`src/rtl/user_position_ctl_pkg.sv`:
```
// Shared types and constants for the user-position slice.
// Screen geometry is shared with the VGA timing generator.
package user_position_ctl_pkg;

  localparam int H_ACTIVE = 800;
  localparam int V_ACTIVE = 600;
  localparam int POS_W    = 12;

  typedef enum logic [2:0] {
    IDLE,
    CALC,
    REQ,
    WAIT,
    COMMIT
  } state_t;

  // Saturate a signed candidate to 0..hi
  function automatic logic [POS_W-1:0] clamp_pos(
    input logic signed [POS_W:0] v,
    input logic [POS_W-1:0]      hi
  );
    if (v[POS_W])
      return '0;
    if (v > $signed({1'b0, hi}))
      return hi;
    return v[POS_W-1:0];
  endfunction

endpackage

```
`src/rtl/user_position_ctl_frame_tick_gen.sv`:
```
// Frame tick from the vsync rising edge, divided down
// to one step_due every FRAMES_PER_STEP frames.
module frame_tick_gen #(
  parameter int FRAMES_PER_STEP = 2
) (
  input  logic pclk,
  input  logic rst,
  input  logic vsync_in,
  output logic tick,
  output logic step_due
);

  localparam int CW =
    (FRAMES_PER_STEP > 1) ? $clog2(FRAMES_PER_STEP) : 1;
  localparam logic [CW-1:0] LAST = CW'(FRAMES_PER_STEP - 1);

  logic          vsync_d;
  logic [CW-1:0] cnt;

  assign tick     = vsync_in & ~vsync_d;
  assign step_due = tick & (cnt == LAST);

  // Edge-detect register and wrapping frame counter
  always_ff @(posedge pclk) begin
    if (rst) begin
      vsync_d <= 1'b0;
      cnt     <= '0;
    end else begin
      vsync_d <= vsync_in;
      if (tick)
        cnt <= (cnt == LAST) ? '0 : cnt + 1'b1;
    end
  end

endmodule

```
`src/rtl/user_position_ctl.sv`:
```
// Sprite position producer: steps on key input every few frames,
// committing only moves the maze map confirms as free.
module user_position_ctl
  import user_position_ctl_pkg::*;
#(
  parameter int X_INIT          = 350,
  parameter int Y_INIT          = 250,
  parameter int STEP            = 4,
  parameter int FRAMES_PER_STEP = 2,
  parameter int SPRITE_W        = 100,
  parameter int SPRITE_H        = 100,
  parameter int ACK_TIMEOUT     = 15
) (
  input  logic        pclk,
  input  logic        rst,
  input  logic        vsync_in,
  input  logic        key_up,
  input  logic        key_down,
  input  logic        key_left,
  input  logic        key_right,
  input  logic        map_ack,
  input  logic        map_blocked,
  output logic        map_req,
  output logic [11:0] map_x,
  output logic [11:0] map_y,
  output logic [11:0] x_pos,
  output logic [11:0] y_pos,
  output logic        moving
);

  localparam logic [POS_W-1:0] X_MAX =
    POS_W'(H_ACTIVE - SPRITE_W);
  localparam logic [POS_W-1:0] Y_MAX =
    POS_W'(V_ACTIVE - SPRITE_H);
  localparam logic [POS_W-1:0] X_RST = POS_W'(X_INIT);
  localparam logic [POS_W-1:0] Y_RST = POS_W'(Y_INIT);
  localparam logic signed [POS_W:0] STEP_S =
    (POS_W+1)'(STEP);
  localparam int TW = $clog2(ACK_TIMEOUT + 1);
  localparam logic [TW-1:0] TO_LAST = TW'(ACK_TIMEOUT - 1);

  logic tick;
  logic step_due;

  state_t state;

  logic signed [1:0] kdx;
  logic signed [1:0] kdy;
  logic signed [1:0] dx;
  logic signed [1:0] dy;

  logic signed [POS_W:0] dx_w;
  logic signed [POS_W:0] dy_w;
  logic signed [POS_W:0] sum_x;
  logic signed [POS_W:0] sum_y;
  logic [POS_W-1:0]      cand_x;
  logic [POS_W-1:0]      cand_y;
  logic [TW-1:0]         tcnt;

  frame_tick_gen #(
    .FRAMES_PER_STEP(FRAMES_PER_STEP)
  ) u_tick (
    .pclk    (pclk),
    .rst     (rst),
    .vsync_in(vsync_in),
    .tick    (tick),
    .step_due(step_due)
  );

  assign kdx = $signed({1'b0, key_right})
             - $signed({1'b0, key_left});
  assign kdy = $signed({1'b0, key_down})
             - $signed({1'b0, key_up});

  assign dx_w   = (POS_W+1)'(dx);
  assign dy_w   = (POS_W+1)'(dy);
  assign sum_x  = $signed({1'b0, x_pos}) + dx_w * STEP_S;
  assign sum_y  = $signed({1'b0, y_pos}) + dy_w * STEP_S;
  assign cand_x = clamp_pos(sum_x, X_MAX);
  assign cand_y = clamp_pos(sum_y, Y_MAX);

  // Step sequencer: latch keys, build candidate, query map, commit
  always_ff @(posedge pclk) begin
    if (rst) begin
      state   <= IDLE;
      x_pos   <= X_RST;
      y_pos   <= Y_RST;
      map_x   <= X_RST;
      map_y   <= Y_RST;
      map_req <= 1'b0;
      moving  <= 1'b0;
      dx      <= '0;
      dy      <= '0;
      tcnt    <= '0;
    end else begin
      unique case (state)
        IDLE: begin
          if (tick & step_due) begin
            dx <= kdx;
            dy <= kdy;
            if (kdx != 2'sd0 || kdy != 2'sd0) begin
              state  <= CALC;
              moving <= 1'b1;
            end
          end
        end
        CALC: begin
          map_x <= cand_x;
          map_y <= cand_y;
          if (cand_x == x_pos && cand_y == y_pos) begin
            state  <= IDLE;
            moving <= 1'b0;
          end else begin
            state   <= REQ;
            map_req <= 1'b1;
          end
        end
        REQ: begin
          map_req <= 1'b0;
          tcnt    <= '0;
          state   <= WAIT;
        end
        WAIT: begin
          tcnt <= tcnt + 1'b1;
          if (map_ack) begin
            if (map_blocked) begin
              state  <= IDLE;
              moving <= 1'b0;
            end else begin
              state <= COMMIT;
            end
          end else if (tcnt == TO_LAST) begin
            state  <= IDLE;
            moving <= 1'b0;
          end
        end
        COMMIT: begin
          x_pos  <= map_x;
          y_pos  <= map_y;
          moving <= 1'b0;
          state  <= IDLE;
        end
        default: begin
          state   <= IDLE;
          map_req <= 1'b0;
          moving  <= 1'b0;
        end
      endcase
    end
  end

endmodule

```
`config.mk`:
```
export PLATFORM = sky130hd
export DESIGN_NAME = user_position_ctl
export DESIGN_NICKNAME = d
export VERILOG_FILES = /design/src/rtl/user_position_ctl_pkg.sv /design/src/rtl/user_position_ctl_frame_tick_gen.sv /design/src/rtl/user_position_ctl.sv
export SDC_FILE = /design/constraint.sdc
export NUM_CORES = 1
export LEC_CHECK = 0
export BUFFER_PORTS_ARGS = -buffer_cell sky130_fd_sc_hd__buf_2
export CAP_MARGIN = 20
export CORE_MARGIN = 2
export CORE_UTILIZATION = 35
export CTS_CLUSTER_DIAMETER = 200
export DETAILED_ROUTE_END_ITERATION = 16
export GPL_TIMING_DRIVEN = 1
export MAX_ROUTING_LAYER = met4
export PLACE_DENSITY_LB_ADDON = 0.1
export SYNTH_ARGS = -nofsm -noshare
export SYNTH_HDL_FRONTEND = slang
export SYNTH_SLANG_ARGS = --single-unit
```
`constraint.sdc`:
```
create_clock -name pclk -period 8.6 [get_ports pclk]
set_clock_uncertainty 0.2 [all_clocks]
set_input_delay 0.43 -clock pclk [delete_from_list [all_inputs] [get_ports pclk]]
set_output_delay 0.43 -clock pclk [all_outputs]
set_load 0.02 [all_outputs]
```
==> flow_summary.ini, run 1 <==
[yosys]
ys_types = 61
synth_area_mm2 = 0.00390
synth_fp_nets = 525
synth_cells = 490
synth.yosys.warnings = 0
ys_ff_latch = 63
avgSynthCellArea_um2 = 7.95
async_flop_share_pct = 0
synth_edf_count = 0
synth_ff_type = dfxtp_1
ys_seq_area_share_pct = 32.4

[clock_network]
clock-sinks = 63
cts_buffers = 9
cts_buffer_depth = 2
clk_latency_ns = 0.35
cts_setup_buffers = 0
htree_num_levels = 3
path_clk_slew_ns = 0.07
cts_root_buffer = clkbuf_8
cts_hold_buf = 0
cts_resized = 0
cts_tree = yes

[sta]
slew_violations = 0
clock.fmax_mhz = 239
fin_crit_sh_pct = 48.7
fin_setup_tns_ns = 0
setup_viol = 0
worst_pin_slew_ns = 1.07
relSlewSlack_pct = 28.6
whs_ns = 0.125
hold_violations = 0
rsz0062_at_grt = false
min_period_ns = 4.19

[drt]
top_layer = met4
wl_met3_um = 671
drt_iter0_markers = 247
drc = 0
vias = 3684
drt-pass1-iter-count = 7
drt-total-wl_um = 10900
ant_nets = 0
met2_length_um = 4750
wirelength_met1_um = 5330
vias_per_cell = 5.37
wl_per_cell_um = 15.9

[global_routing]
grt_remaining_overflow = 0
grt_pass1_wl_um = 17500
grt_max_degree = 61
grt_pass1_vias = 3402
grt.total_usage_pct = 19.3
antenna_found_initial = 0

[pwr]
ir_worst_vdd_uv = 133
p_leak_uw = 0.00185
power_density_mw_per_mm2 = 158

[final_layout]
final_cell_area_mm2 = 0.00452
layout_common_cells = nand2_1, dfxtp_1, buf_2, nor2_1, a21oi_1
drive_gt1_share_pct = 16.5
antennaDiodeCount = 0
utilization_pct = 41.7
area_delta_synth_final_pct = 16.0
final_nets = 577
final_common_cell = nand2_1

[floorplan]
num_rows = 38
io_pins = 59
dieHeight_um = 110
core_mm2 = 0.0108
die_area_mm2 = 0.0120
dieWidth_um = 110
initial_core_util_pct = 36.0

[worst_setup_path]
crit_path_end_kind = flop
cp_data_required_time_ns = 8.59
arrival_ns = 4.18
crit_fanout = 13
reg2regPathDepth = 12
critical_path_class = flop to flop
startpoint_type = flop

[placement]
port_buffers = 58
hpwl_um = 7990
place_congestion = 0.856
placed_cell_area_mm2 = 0.00431

[worst_hold_path]
min_path_type = primary input to flop
min_delay_path_depth = 2

[outcome]
outcome = finished, final reports clean

[job]
max-cap-violations = 0
-- critical path, stage by stage (launching register included) --
cell and delay, ns:
dfxtp_1 0.64, inv_1 0.13, fa_1 0.44, nand2b_1 0.18, a2111oi_0 0.36, nor2_1 0.19
xnor2_1 0.20, a221oi_4 0.44, nand2_4 0.12, a21o_1 0.19, a2111o_1 0.41, nor4_2 0.40
o31ai_1 0.11
-- flip-flops by register name (all words and copies together) (netlist names), 2 cells and up --
name / cells
dx: 2
dy: 2
map_x: 12
map_y: 12
state: 3
tcnt: 4
x_pos: 12
y_pos: 12
-- cell usage after synthesis (all sizes together), types with 2 or more instances --
cell type / count / area, um2
nand2: 68 / 263
nand2b: 7 / 43.8
o31ai: 3 / 22.5
nor2b: 4 / 25.0
o2111ai: 2 / 17.5
inv: 22 / 82.6
a22oi: 5 / 37.5
a21o: 6 / 45.0
mux2: 2 / 22.5
a21boi: 2 / 18.8
a221o: 7 / 71.3
o21bai: 2 / 15.0
xnor2: 12 / 105
nor2: 49 / 184
a222oi: 2 / 20.0
nand3b: 11 / 82.6
or2: 2 / 12.5
a31oi: 6 / 37.5
a211o: 6 / 52.6
mux2i: 5 / 62.6
o21ai: 23 / 115
fa: 2 / 40.0
a221oi: 3 / 43.8
dfxtp: 63 / 1260
or3: 3 / 28.8
nor3: 11 / 55.1
o41ai: 2 / 17.5
and2: 9 / 56.3
nand4: 3 / 18.8
or4: 2 / 15.0
nor3b: 3 / 22.5
nor4: 5 / 37.5
a211oi: 9 / 67.6
and4: 2 / 17.5
xor2: 5 / 43.8
ha: 24 / 300
a21oi: 49 / 249
o21a: 3 / 22.5
o211ai: 8 / 60.1
nand3: 7 / 35.0
clkbuf: 19 / 71.3
and3: 2 / 12.5
-- report_power, final --
part / internal (uW) / switching, uW
sequential: 303 / 11.4
clock: 161 / 118
combinational: 48.5 / 75.0
-- metal layers --
| layer | vias to the layer above | track usage (%) |
|---|---|---|
| met4 | 0 | 4.70 |
| met1 | 1678 | 26.8 |
| met2 | 112 | 28.5 |
| li1 | 1883 | - |
| met3 | 11 | 4.39 |
| met5 | - | - |
-- path summary, 6_finish.rpt --
check / start / end / slack [ns]
setup / recovery: dy[1] / state[1] / 4.41
hold / removal: vsync_in / u_tick.vsync_d / 0.12
setup reg to reg: dy[1] / state[1] / 4.41
hold reg to reg: map_y[10] / y_pos[10] / 0.26
-- cell families after synthesis --
group,count (synthesis),synth area share (%)
simple gates,188,23.3
compound gates,147,25.5
flops,63,32.4
buf+inv,42,4.04
fa+ha+maj,26,8.73
xor+xnor,17,3.82
mux,7,2.18
-- final cells by class --
type	count	area [um2]
clock inverters	6	86.3
multi-input cells	385	2480
fillers	1160	6320
well taps	140	175
repair buffers	61	313
inverters	22	82.6
clock buffers	9	124
flip-flops and latches	63	1260
-- per-stage QoR --
step	std cells	total power [uW]	setup WS, ns
floorplan	490	410	4.79
global placement	671	444	4.53
detailed placement	671	444	4.40
CTS	686	724	4.39
global route	686	752	4.09
finish	686	717	4.41
Note: power is estimated with default switching activity, not from simulation.
==> run 2, diff against run 1 <==
==> constraint.sdc (replaced) <==
create_clock -name pclk -period 4.4 [get_ports pclk]
set_clock_uncertainty 0.2 [all_clocks]
set_input_delay 0.22 -clock pclk [delete_from_list [all_inputs] [get_ports pclk]]
set_output_delay 0.22 -clock pclk [all_outputs]
set_load 0.02 [all_outputs]
==> run 2 against run 1 <==
  * Power grew 92%
  * Clock power grew 84%
  * Final area up 1.4%
  * Final cell count is 1.5% higher
  * First-iteration DRC count fell by 30%
  * Register-to-register slack worse by 4.1 ns
  * Largest cell class unchanged
==> flow_summary.ini, run 2 (synthesis gave the netlist of run 1 again) <==
[outcome]
outcome = finished, final reports clean

[final_layout]
final_common_cell = nand2_1
layout_common_cells = nand2_1, dfxtp_1, buf_2, nor2_1, a21oi_1
antennaDiodeCount = 0
drive_gt1_share_pct = 17.6
area_delta_synth_final_pct = 17.6
utilization_pct = 42.3
final_nets = 586

[drt]
drc = 0
vias = 3773
ant_nets = 0
vias_per_cell = 5.42
drt-pass1-iter-count = 6
drt_iter0_markers = 174
wl_per_cell_um = 16.2
drt-total-wl_um = 11200

[sta]
relSlewSlack_pct = 26.9
worst_pin_slew_ns = 1.10
hold_violations = 0
rsz0062_at_grt = false
slew_violations = 0
fin_crit_sh_pct = 92.9
min_period_ns = 4.09
clock.fmax_mhz = 245
setup_viol = 0
fin_setup_tns_ns = 0

[floorplan]
die_area_mm2 = 0.0120
num_rows = 38
core_mm2 = 0.0108
initial_core_util_pct = 36.0
dieHeight_um = 110
dieWidth_um = 110
io_pins = 59

[worst_setup_path]
crit_path_end_kind = flop
startpoint_type = flop
regToRegSetupSlack_ns = 0.31
rr_startpoint = y_pos[2]
reg2regPathDepth = 13
critical_path_class = flop to flop
worstSetupStartpoint = y_pos[2]
arrival_ns = 4.09
r2r-end = moving
crit_fanout = 7
crit_end = moving
cp_data_required_time_ns = 4.40

[placement]
hpwl_um = 8210
port_buffers = 58
place_congestion = 0.874

[clock_network]
clock-sinks = 63
path_clk_slew_ns = 0.08
cts_root_buffer = clkbuf_8
cts_buffer_depth = 2
htree_num_levels = 3
clk_latency_ns = 0.36
cts_tree = yes
cts_buffers = 9

[pwr]
p_leak_uw = 0.00189
power_density_mw_per_mm2 = 300
ir_worst_vdd_uv = 205

[global_routing]
grt_pass1_vias = 3502
grt.total_usage_pct = 20.6
grt_pass1_wl_um = 18300
grt_remaining_overflow = 0
grt_max_degree = 61
antenna_found_initial = 0

[worst_hold_path]
min_from = key_up
min_path_type = primary input to flop

[job]
max-cap-violations = 0
run 2: changes by cell type in the layout (fill, tap and decap cells not counted):
cell	delta
clkinvlp_4	+1
a2111oi_1	+1
bufinv_16	-1
a2111oi_0	-1
buf_4	+7
mux2_2	-1
dlygate4sd3_1	+2
inv_6	+1
mux2_4	+1
run 2: how the worst min path moves through the flow:
stage,endpoint,slack [ns],cells after the start
after global placement,u_tick.vsync_d,0.24,2
after floorplan,u_tick.vsync_d,0.15,1
after detailed placement,u_tick.vsync_d,0.25,2
final,dy[0],0.03,3
after CTS,dy[0],0.02,3
after global routing,dy[0],0.04,3
run 2: what timing repair did:
item,CTS,global route
setup endpoints to repair,0,3
buffers inserted,0,2
gates resized for setup,0,2
hold buffers,2,0
endpoints found under the hold margin,2,0
run 2: layout make-up:
type,instances,area [um2]
inverter,22,82.6
tap,140,175
sequential,63,1260
clock buffer,9,124
clock inverter,7,72.6
fill,1142,6260
multi-input combinational,385,2480
timing repair buffer,70,385
run 2: per-layer routing:
layer / track usage [%] / wire (um) / vias up
met2: 31.3 / 5120 / 93
met4: 4.25 / 68 / 0
met1: 27.5 / 5480 / 1771
met3: 5.45 / 573 / 6
li1: - / - / 1903
met5: - / 0 / -
run 2: critical path, cell delays in order (launching register included):
cell and delay (ns):
dfxtp_1 0.46, ha_1 0.24, inv_1 0.07, fa_1 0.38, nand2b_1 0.18, a2111oi_1 0.35
nor2_1 0.19, xnor2_1 0.20, a221oi_4 0.41, nand2_4 0.11, a21o_1 0.19, a2111o_1 0.41
nor4_2 0.43, o41ai_1 0.12
run 2: stage by stage:
stage	instance area (um2)	total power, uW	std cells	setup slack (ns)	hold WS (ns)
3_5_place_dp	4350	871	676	0.312	0.248
2_1_floorplan	3900	802	490	0.587	0.148
5_1_grt	4580	1450	696	0.0154	0.0358
4_1_cts	4560	1400	694	0.300	0.0165
6_report	4580	1380	696	0.313	0.0318
3_3_place_gp	4350	871	676	0.413	0.245
run 2: power by group:
group	total [uW]	switching (uW)	internal (uW)
Combinational	251	151	99.9
Sequential	613	20.6	592
Clock	511	249	262
==> run 3, diff against run 2 <==
--- a/config.mk
+++ b/config.mk
@@ -12,8 +12,9 @@
 export CTS_CLUSTER_DIAMETER = 200
 export DETAILED_ROUTE_END_ITERATION = 16
 export GPL_TIMING_DRIVEN = 1
+export HOLD_SLACK_MARGIN = 0.03
 export MAX_ROUTING_LAYER = met4
-export PLACE_DENSITY_LB_ADDON = 0.1
+export SLEW_MARGIN = 10
 export SYNTH_ARGS = -nofsm -noshare
 export SYNTH_HDL_FRONTEND = slang
 export SYNTH_SLANG_ARGS = --single-unit
==> run 3 against run 2 <==
  * Clock power is 1% higher
  * Fmax is 0.78% higher
  * Power is 0.20% higher
  * Final cell count is 0.43% higher
  * Count of clock-buffer cells in the layout is 1 higher
  * Final area is 0.66% higher
==> flow_summary.ini, run 3 (synthesis gave the netlist of run 1 again) <==
[final_layout]
final_cell_area_mm2 = 0.00461
layout_common_cells = nand2_1, dfxtp_1, buf_2, nor2_1, a21oi_1
drive_gt1_share_pct = 17.7
final_common_cell = nand2_1
antennaDiodeCount = 0
final_nets = 589
area_delta_synth_final_pct = 18.4

[sta]
slew_violations = 0
min_period_ns = 4.06
setup_viol = 0
relSlewSlack_pct = 28.2
hold_violations = 0
fin_setup_tns_ns = 0
worst_pin_slew_ns = 1.08
rsz0062_at_grt = false
clock.fmax_mhz = 247
whs_ns = 0.0525
fin_crit_sh_pct = 92.2

[floorplan]
dieWidth_um = 110
die_area_mm2 = 0.0120
num_rows = 38
core_mm2 = 0.0108
dieHeight_um = 110
initial_core_util_pct = 36.0
io_pins = 59

[clock_network]
cts_buffers = 9
cts_tree = yes
cts_buffer_depth = 2
path_clk_slew_ns = 0.08
cts_root_buffer = clkbuf_8
clk_latency_ns = 0.34
clock-sinks = 63
htree_num_levels = 3

[placement]
port_buffers = 58
placed_cell_area_mm2 = 0.00437
hpwl_um = 8290
place_congestion = 0.939

[pwr]
p_leak_uw = 0.00190
ir_worst_vdd_uv = 148
power_density_mw_per_mm2 = 299

[worst_setup_path]
arrival_ns = 4.05
rr_startpoint = x_pos[2]
startpoint_type = flop
regToRegSetupSlack_ns = 0.34
crit_path_end_kind = flop
worstSetupStartpoint = x_pos[2]
cp_data_required_time_ns = 4.39
crit_fanout = 10
critical_path_class = flop to flop

[drt]
wl_per_cell_um = 16.0
vias = 3850
drt-pass1-iter-count = 7
drt-total-wl_um = 11200
vias_per_cell = 5.51
drc = 0
drt_iter0_markers = 206
ant_nets = 0

[global_routing]
antenna_found_initial = 0
grt.total_usage_pct = 19.9
grt_pass1_vias = 3665
grt_max_degree = 61
grt_pass1_wl_um = 18200
grt_remaining_overflow = 0

[worst_hold_path]
min_path_type = primary input to flop
min_from = key_left

[job]
max-cap-violations = 0

[outcome]
outcome = finished, final reports clean
run 3: cell count changes in the layout (fill, tap and decap cells not counted):
cell,previous run,this run
clkbuf_1,0,1
mux2_2,1,2
a221oi_2,0,1
clkinv_2,2,0
mux2_4,1,0
dlygate4sd3_1,2,3
clkinvlp_4,2,3
buf_4,10,11
run 3: path summary, 6_finish.rpt:
path,endpoint,depth (start not counted)
max reg2reg,state[1],13
min,dx[0],3
min reg2reg,y_pos[11],2
max,state[1],13
run 3: layout make-up:
type / count / area (um2)
fill: 1112 / 6230
inverter: 22 / 82.6
sequential: 63 / 1260
timing repair buffer: 72 / 403
multi-input combinational: 386 / 2490
tap: 140 / 175
clock buffer: 10 / 128
clock inverter: 6 / 70.1
run 3: metrics by stage:
step / cells / setup WS [ns] / power [uW] / util, %
6_report: 699 / 0.345 / 1380 / 42.6
3_3_place_gp: 679 / 0.455 / 868 / 40.3
3_5_place_dp: 679 / 0.321 / 870 / 40.3
2_1_floorplan: 490 / 0.587 / 802 / -
5_1_grt: 699 / 0.0860 / 1450 / 42.6
4_1_cts: 698 / 0.332 / 1390 / 42.4
run 3: worst max-delay path, cell delays in order, from the launching register on:
cell,delay [ns]
dfxtp_1,0.44
ha_1,0.22
inv_1,0.06
fa_1,0.41
nand2b_1,0.19
a21oi_1,0.23
mux2i_1,0.13
or2_2,0.35
o21ai_1,0.21
a21boi_2,0.45
mux2i_1,0.16
a2111o_1,0.31
nor4_2,0.42
o31ai_1,0.11
run 3: power by group:
group	internal [uW]	total, uW	leakage [uW]	switching, uW
Sequential	592	613	0.000510	21.1
Combinational	98.8	249	0.00130	150
Clock	265	516	0.0000891	251
run 3: what timing repair did:
action	in CTS	in global routing
hold buffers	3	0
resized for setup	0	1
endpoints found under the setup margin	0	3
setup buffers	0	0
endpoints found under the hold margin	3	0
run 3: routing by layer:
metal	GRT usage, %	vias up	part of all wire, %
li1	-	1912	-
met1	25.7	1815	47
met2	31.3	106	45
met3	4.21	17	5.8
met4	6.24	0	1.4
met5	-	-	0
